**src/rtl/latch_ctrl_pkg.sv**
```systemverilog
// Shared types and helpers for the latch-bank write controller: FSM states,
// gate counter sizing and the address-to-gate decode with its range check.
package latch_ctrl_pkg;

    typedef enum logic [1:0] {
        IDLE  = 2'd0,
        SETUP = 2'd1,
        OPEN  = 2'd2,
        HOLD  = 2'd3
    } state_e;

    // The gate counter holds GATE_CYCLES-1, so this bounds GATE_CYCLES to 256.
    localparam int GATE_CNT_W      = 8;
    localparam int GATE_CYCLES_MAX = 1 << GATE_CNT_W;

    function automatic logic addr_in_range(input int addr, input int nlatch);
        return (addr >= 0) && (addr < nlatch);
    endfunction

    // One bit of the one-hot gate vector: word idx opens only for an in-range
    // address equal to idx, so an out-of-range address yields an all-zero vector.
    function automatic logic gate_onehot_bit(input int addr, input int idx, input int nlatch);
        return addr_in_range(addr, nlatch) && (addr == idx);
    endfunction

endpackage

```
**src/rtl/rr_arbiter.sv**
```systemverilog
// Combinational round-robin picker: the first set request strictly after ptr_i
// (wrapping), so the last winner has the lowest priority next time.
module rr_arbiter #(
    parameter  int NREQ = 4,
    localparam int GW   = $clog2(NREQ)
) (
    input  logic [NREQ-1:0] req_i,
    input  logic [GW-1:0]   ptr_i,
    output logic [GW-1:0]   grant_o,
    output logic            valid_o
);

    logic [GW-1:0] idx;
    logic          found;

    always_comb begin
        grant_o = '0;
        found   = 1'b0;
        idx     = '0;
        for (int k = 1; k <= NREQ; k++) begin
            idx = GW'((int'(ptr_i) + k) % NREQ);
            if (!found && req_i[idx]) begin
                found   = 1'b1;
                grant_o = idx;
            end
        end
        valid_o = found;
    end

endmodule

```
**src/rtl/latch_bank_write_ctrl.sv**
```systemverilog
// Round-robin write scheduler for a bank of gated D latches. Each write runs
// SETUP -> OPEN (G high GATE_CYCLES cycles) -> HOLD, so D never moves while G is high.
module latch_bank_write_ctrl
    import latch_ctrl_pkg::*;
#(
    parameter  int NREQ        = 4,
    parameter  int WIDTH       = 8,
    parameter  int NLATCH      = 4,
    parameter  int GATE_CYCLES = 2,
    localparam int AW          = (NLATCH > 1) ? $clog2(NLATCH) : 1,
    localparam int GW          = $clog2(NREQ)
) (
    input  logic                    clk,
    input  logic                    rst_n,
    input  logic [NREQ-1:0]         req,
    input  logic [NREQ*AW-1:0]      req_addr,
    input  logic [NREQ*WIDTH-1:0]   req_data,
    output logic [NREQ-1:0]         ack,
    output logic                    err,
    output logic [WIDTH-1:0]        latch_d,
    output logic [NLATCH-1:0]       latch_g,
    output logic                    busy,
    output logic [GW-1:0]           grant_id
);

    // Handshake: req[i] is a level held with its addr/data until ack[i]; the
    // controller captures addr/data when it grants in IDLE and ignores any later
    // change, and ack[i] is a single-cycle pulse in HOLD that completes the write.

    if (GATE_CYCLES < 1) begin : g_bad_gate_cycles
        $error("latch_bank_write_ctrl: GATE_CYCLES must be at least 1");
    end
    if (GATE_CYCLES > GATE_CYCLES_MAX) begin : g_bad_gate_cycles_max
        $error("latch_bank_write_ctrl: GATE_CYCLES exceeds the gate counter range");
    end
    if (NREQ < 2) begin : g_bad_nreq
        $error("latch_bank_write_ctrl: NREQ must be at least 2");
    end

    state_e                 state_q, state_d;
    logic [GW-1:0]          ptr_q, ptr_d;
    logic [GW-1:0]          gid_q, gid_d;
    logic [AW-1:0]          addr_q, addr_d;
    logic [WIDTH-1:0]       data_q, data_d;
    logic [GATE_CNT_W-1:0]  cnt_q, cnt_d;

    logic [GW-1:0]          arb_gnt;
    logic                   arb_vld;

    rr_arbiter #(
        .NREQ (NREQ)
    ) u_arb (
        .req_i   (req),
        .ptr_i   (ptr_q),
        .grant_o (arb_gnt),
        .valid_o (arb_vld)
    );

    always_comb begin
        state_d = state_q;
        ptr_d   = ptr_q;
        gid_d   = gid_q;
        addr_d  = addr_q;
        data_d  = data_q;
        cnt_d   = cnt_q;
        case (state_q)
            IDLE: begin
                if (arb_vld) begin
                    gid_d   = arb_gnt;
                    addr_d  = req_addr[int'(arb_gnt)*AW +: AW];
                    data_d  = req_data[int'(arb_gnt)*WIDTH +: WIDTH];
                    state_d = SETUP;
                end
            end
            SETUP: begin
                cnt_d   = GATE_CNT_W'(GATE_CYCLES - 1);
                state_d = OPEN;
            end
            OPEN: begin
                if (cnt_q == '0) begin
                    state_d = HOLD;
                end else begin
                    cnt_d = cnt_q - 1'b1;
                end
            end
            HOLD: begin
                ptr_d   = gid_q;
                state_d = IDLE;
            end
            default: state_d = IDLE;
        endcase
    end

    // Pointer resets to the last requester so requester 0 is searched first.
    always_ff @(posedge clk) begin
        if (!rst_n) begin
            state_q <= IDLE;
            ptr_q   <= GW'(NREQ - 1);
            gid_q   <= '0;
            addr_q  <= '0;
            data_q  <= '0;
            cnt_q   <= '0;
        end else begin
            state_q <= state_d;
            ptr_q   <= ptr_d;
            gid_q   <= gid_d;
            addr_q  <= addr_d;
            data_q  <= data_d;
            cnt_q   <= cnt_d;
        end
    end

    always_comb begin
        latch_g = '0;
        ack     = '0;
        for (int i = 0; i < NLATCH; i++) begin
            latch_g[i] = (state_q == OPEN) && gate_onehot_bit(int'(addr_q), i, NLATCH);
        end
        for (int i = 0; i < NREQ; i++) begin
            ack[i] = (state_q == HOLD) && (gid_q == GW'(i));
        end
    end

    assign err      = (state_q == HOLD) && !addr_in_range(int'(addr_q), NLATCH);
    assign latch_d  = data_q;
    assign busy     = (state_q != IDLE);
    assign grant_id = gid_q;

endmodule

```
**config.mk**
```make
export PLATFORM = sky130hd
export DESIGN_NAME = latch_bank_write_ctrl
export DESIGN_NICKNAME = d
export VERILOG_FILES = /design/src/rtl/latch_ctrl_pkg.sv /design/src/rtl/rr_arbiter.sv /design/src/rtl/latch_bank_write_ctrl.sv
export SDC_FILE = /design/constraint.sdc
export NUM_CORES = 1
export LEC_CHECK = 0
export CORE_UTILIZATION = 37
export CTS_BUF_LIST = sky130_fd_sc_hd__clkbuf_4 sky130_fd_sc_hd__clkbuf_8
export DETAILED_ROUTE_END_ITERATION = 12
export MAX_ROUTING_LAYER = met4
export PLACE_DENSITY_LB_ADDON = 0.08
export SETUP_SLACK_MARGIN = 0.05
export SYNTH_ARGS = -nofsm -noshare
export SYNTH_HDL_FRONTEND = slang
export SYNTH_SLANG_ARGS = --single-unit
```
**constraint.sdc**
```tcl
create_clock -name clk -period 1.93 [get_ports clk]
set_clock_uncertainty 0.05 [all_clocks]
set_input_delay 0.193 -clock clk [delete_from_list [all_inputs] [get_ports clk]]
set_output_delay 0.193 -clock clk [all_outputs]
set_load 0.01 [all_outputs]
```
==> results.tsv <==
stage	metric	value	unit
power_and_ir_drop	combinational power share	56.9	%
sta	Tmin final	1.83	ns
worst_setup_path	Max FO, Critical Path	5	
sta	final slew viol count	0	
power_and_ir_drop	sequential share of power	28.4	%
sta	Setup WS post-layout	0.105	ns
grt	GRT overflow	0	
yosys	post-synth cell types	43	
layout	Final nets	326	
power_and_ir_drop	peak supply drop	0.000549	V
min_path	Hold WC Path Type	flop to flop	
floorplan	num rows	23	
sta	period utilization	94.6	%
sta	RSZ-0062 raised after global routing	yes	
clock_network	CTS tree	yes	
placed_design	Setup WS pre-CTS	-0.246	ns
worst_setup_path	WS Path Type	flop to flop	
detailed_routing	# DRC	0	
layout	Layout area overhead	64.5	%
grt	Total GRT Usage	20.3	%
yosys	Mapped Nets	239	
yosys	ys flop type	dfxtp_1	
layout	share of cells above drive strength 1	23.1	%
power_and_ir_drop	Final Power	3080	µW
yosys	top post-synthesis cells by area	dfxtp_1 30%, ha_1 4.7%, a221o_1 4.4%, nor2_1 4.0%, and3_1 3.9%	
yosys	area leader, netlist	dfxtp_1	
detailed_routing	vias per cell	5.23	
detailed_routing	WL/cell	13.3	µm
grt	vias in the first global route	1537	
sta	setup violators final	0	
grt	largest net degree at the start of global routing	23	
detailed_routing	post-route ant nets	0	
detailed_routing	First-pass DRT Iterations	4	
yosys	syn avg cell area	8.55	µm²
detailed_routing	DR iter-0 viols	49	
clock_network	Clk pin slew, worst setup/hold paths	0.09	ns
clock_network	clock latency on the worst-skew pair	0.27	ns
floorplan	I/O pins	66	
yosys	Post-synth EDFFs	0	
floorplan	DIE WIDTH	67.7	µm
clock_network	CTS sink cnt	24	
floorplan	Die Y	67.7	µm
yosys	Post-synth top cells	24 x dfxtp_1, 17 x nor2_1, 15 x nand2_1, 12 x a21oi_1, 12 x o21ai_0	
yosys	synthesized area	1600	µm²
clock_network	Root Driver	clkbuf_8	
clock_network	Longest Clk Path Bufs	2	
clock_network	total CTS buffers	3	
yosys	Async SR Flop Fraction	0	%
power_and_ir_drop	switch share	38.0	%
yosys	most frequent cell after synthesis	dfxtp_1	
worst_setup_path	Critical Path End Type	flop	
grt	first-pass GRT wire length	6780	µm
placed_design	PortBufs	64	
layout	Core Util, Final	64.4	%
placed_design	GPL Wtd Cong	0.813	
grt	initial antenna violation count	0	
floorplan	die area	4590	µm²
power_and_ir_drop	Int Pwr	1910	µW
layout	Ant. Diodes	0	
placed_design	Post-Place Cells	316	
yosys	Syn Inst Count	187	
power_and_ir_drop	Clock power frac	14.7	%
worst_setup_path	CP Data Required Time	2.05	ns
detailed_routing	Routed WL	4290	µm
clock_network	CTS H-tree lvls	1	
floorplan	Starting Density	39.1	%
yosys	Synth top area share	30.0	%
yosys	sequential-to-total area share from yosys stat	30.0	%
sta	Max Fclk	0.548	GHz
worst_setup_path	Setup crit start kind	flop	
yosys	Yosys reg bits	24	
run_status	status	completed	
floorplan	Core Area	4090	µm²
power_and_ir_drop	NetSw	1170	µW
worst_setup_path	Critical Path AT	1.94	ns
yosys	Ys Warns	0	
placed_design	DP Wirelength	3270	µm
power_and_ir_drop	Pleak	0.00114	µW
job	Max Cap Viol	0	
layout	Non-Filler Instances	323	
detailed_routing	via count	1689	
power_and_ir_drop	PwrDens	1170	nW/µm²
sta	Final Hold Vio Count	0	
[timing repair]
action / CTS / global route
endpoints found under the setup margin: 19 / 16
resized for setup: 11 / 24
buffers inserted: 1 / 2
hold buffers: 0 / 0
pin swaps: 1 / 7
cloned: 0 / 0
[power by group through the flow]
stage | registers [µW] | clock network [µW] | logic [µW]
5_1_grt | 903 | 482 | 1940
4_1_cts | 853 | 462 | 1670
2_1_floorplan | 838 | 0 | 941
3_3_place_gp | 847 | 0 | 1630
6_report | 876 | 453 | 1750
3_5_place_dp | 844 | 0 | 1650
[stage by stage]
step | cell area [µm²] | hold WS (ns) | TNS, ns
2_1_floorplan | 1610 | 0.358 | 0
3_3_place_gp | 2430 | 0.423 | -2.11
3_5_place_dp | 2430 | 0.434 | -2.25
4_1_cts | 2530 | 0.445 | 0
5_1_grt | 2630 | 0.497 | 0
6_report | 2630 | 0.446 | 0
[registers in the layout (all words and copies together) (netlist names)]
signal and flops:
addr_q 2, cnt_q 8, grant_id 2, latch_d 8, ptr_q 2, state_q 2
[layout make-up]
type	instances	area, µm²
clock buffers	3	41.3
fillers	372	1460
inverters	9	36.3
clock inverters	1	30.0
multi-input cells	147	1110
repair buffers	89	857
flip-flops and latches	24	493
well taps	50	62.6
[layout by cell type (no fill, tap or decap), drive strengths merged, types with 4 or more instances in the layout]
cell type	Yosys	layout
and3	10	10
dfxtp	24	24
mux2i	6	6
nand2	15	15
ha	6	6
nor3	4	4
nand3	8	8
nor2	19	19
inv	9	9
a211oi	6	6
clkdlybuf4s50	0	59
buf	6	25
a21oi	13	13
a21boi	5	5
o21ai	12	12
a221o	7	7
mux2	8	8
[path summary, 6_finish.rpt]
| check | end | startpoint | slack (ns) | cells after the start |
|---|---|---|---|---|
| max | latch_d[5]$_SDFFE_PN0P_ | ptr_q[1]$_SDFFE_PN1P_ | 0.10 | 7 |
| min | cnt_q[6]$_SDFFE_PN0P_ | cnt_q[6]$_SDFFE_PN0P_ | 0.45 | 2 |
| max reg2reg | latch_d[5]$_SDFFE_PN0P_ | ptr_q[1]$_SDFFE_PN1P_ | 0.10 | 7 |
| min reg2reg | cnt_q[6]$_SDFFE_PN0P_ | cnt_q[6]$_SDFFE_PN0P_ | 0.45 | 2 |
[critical path: stages, from the launching register on]
cell and delay, ns:
dfxtp_4 0.38, buf_6 0.12, buf_4 0.14, o22ai_4 0.20, nor2_4 0.08, buf_12 0.13
mux2_4 0.29, a221o_1 0.34
[logic make-up (layout without fill, tap and decap cells)]
group | after synthesis | count (layout) | share of synthesized area, %
AO/OA/AOI/OAI | 56 | 56 | 25.4
XOR/XNOR | 3 | 3 | 1.64
adder cells (fa/ha/maj) | 6 | 6 | 4.69
buffers and inverters | 16 | 102 | 5.48
flip-flops | 24 | 24 | 30.0
multiplexers | 14 | 14 | 10.6
other | 1 | 1 | 0.235
AND/OR/NAND/NOR | 67 | 67 | 22.0
[per-layer routing]
metal  share of wire [%]  vias to the layer above  track usage (%)
met5                   0                        -                -
met4                0.40                        0             3.19
met3                 4.8                        2             5.07
met2                  48                       46             33.5
met1                  47                      783             25.1
li1                    -                      858                -
(Power assumes the default switching activity.)
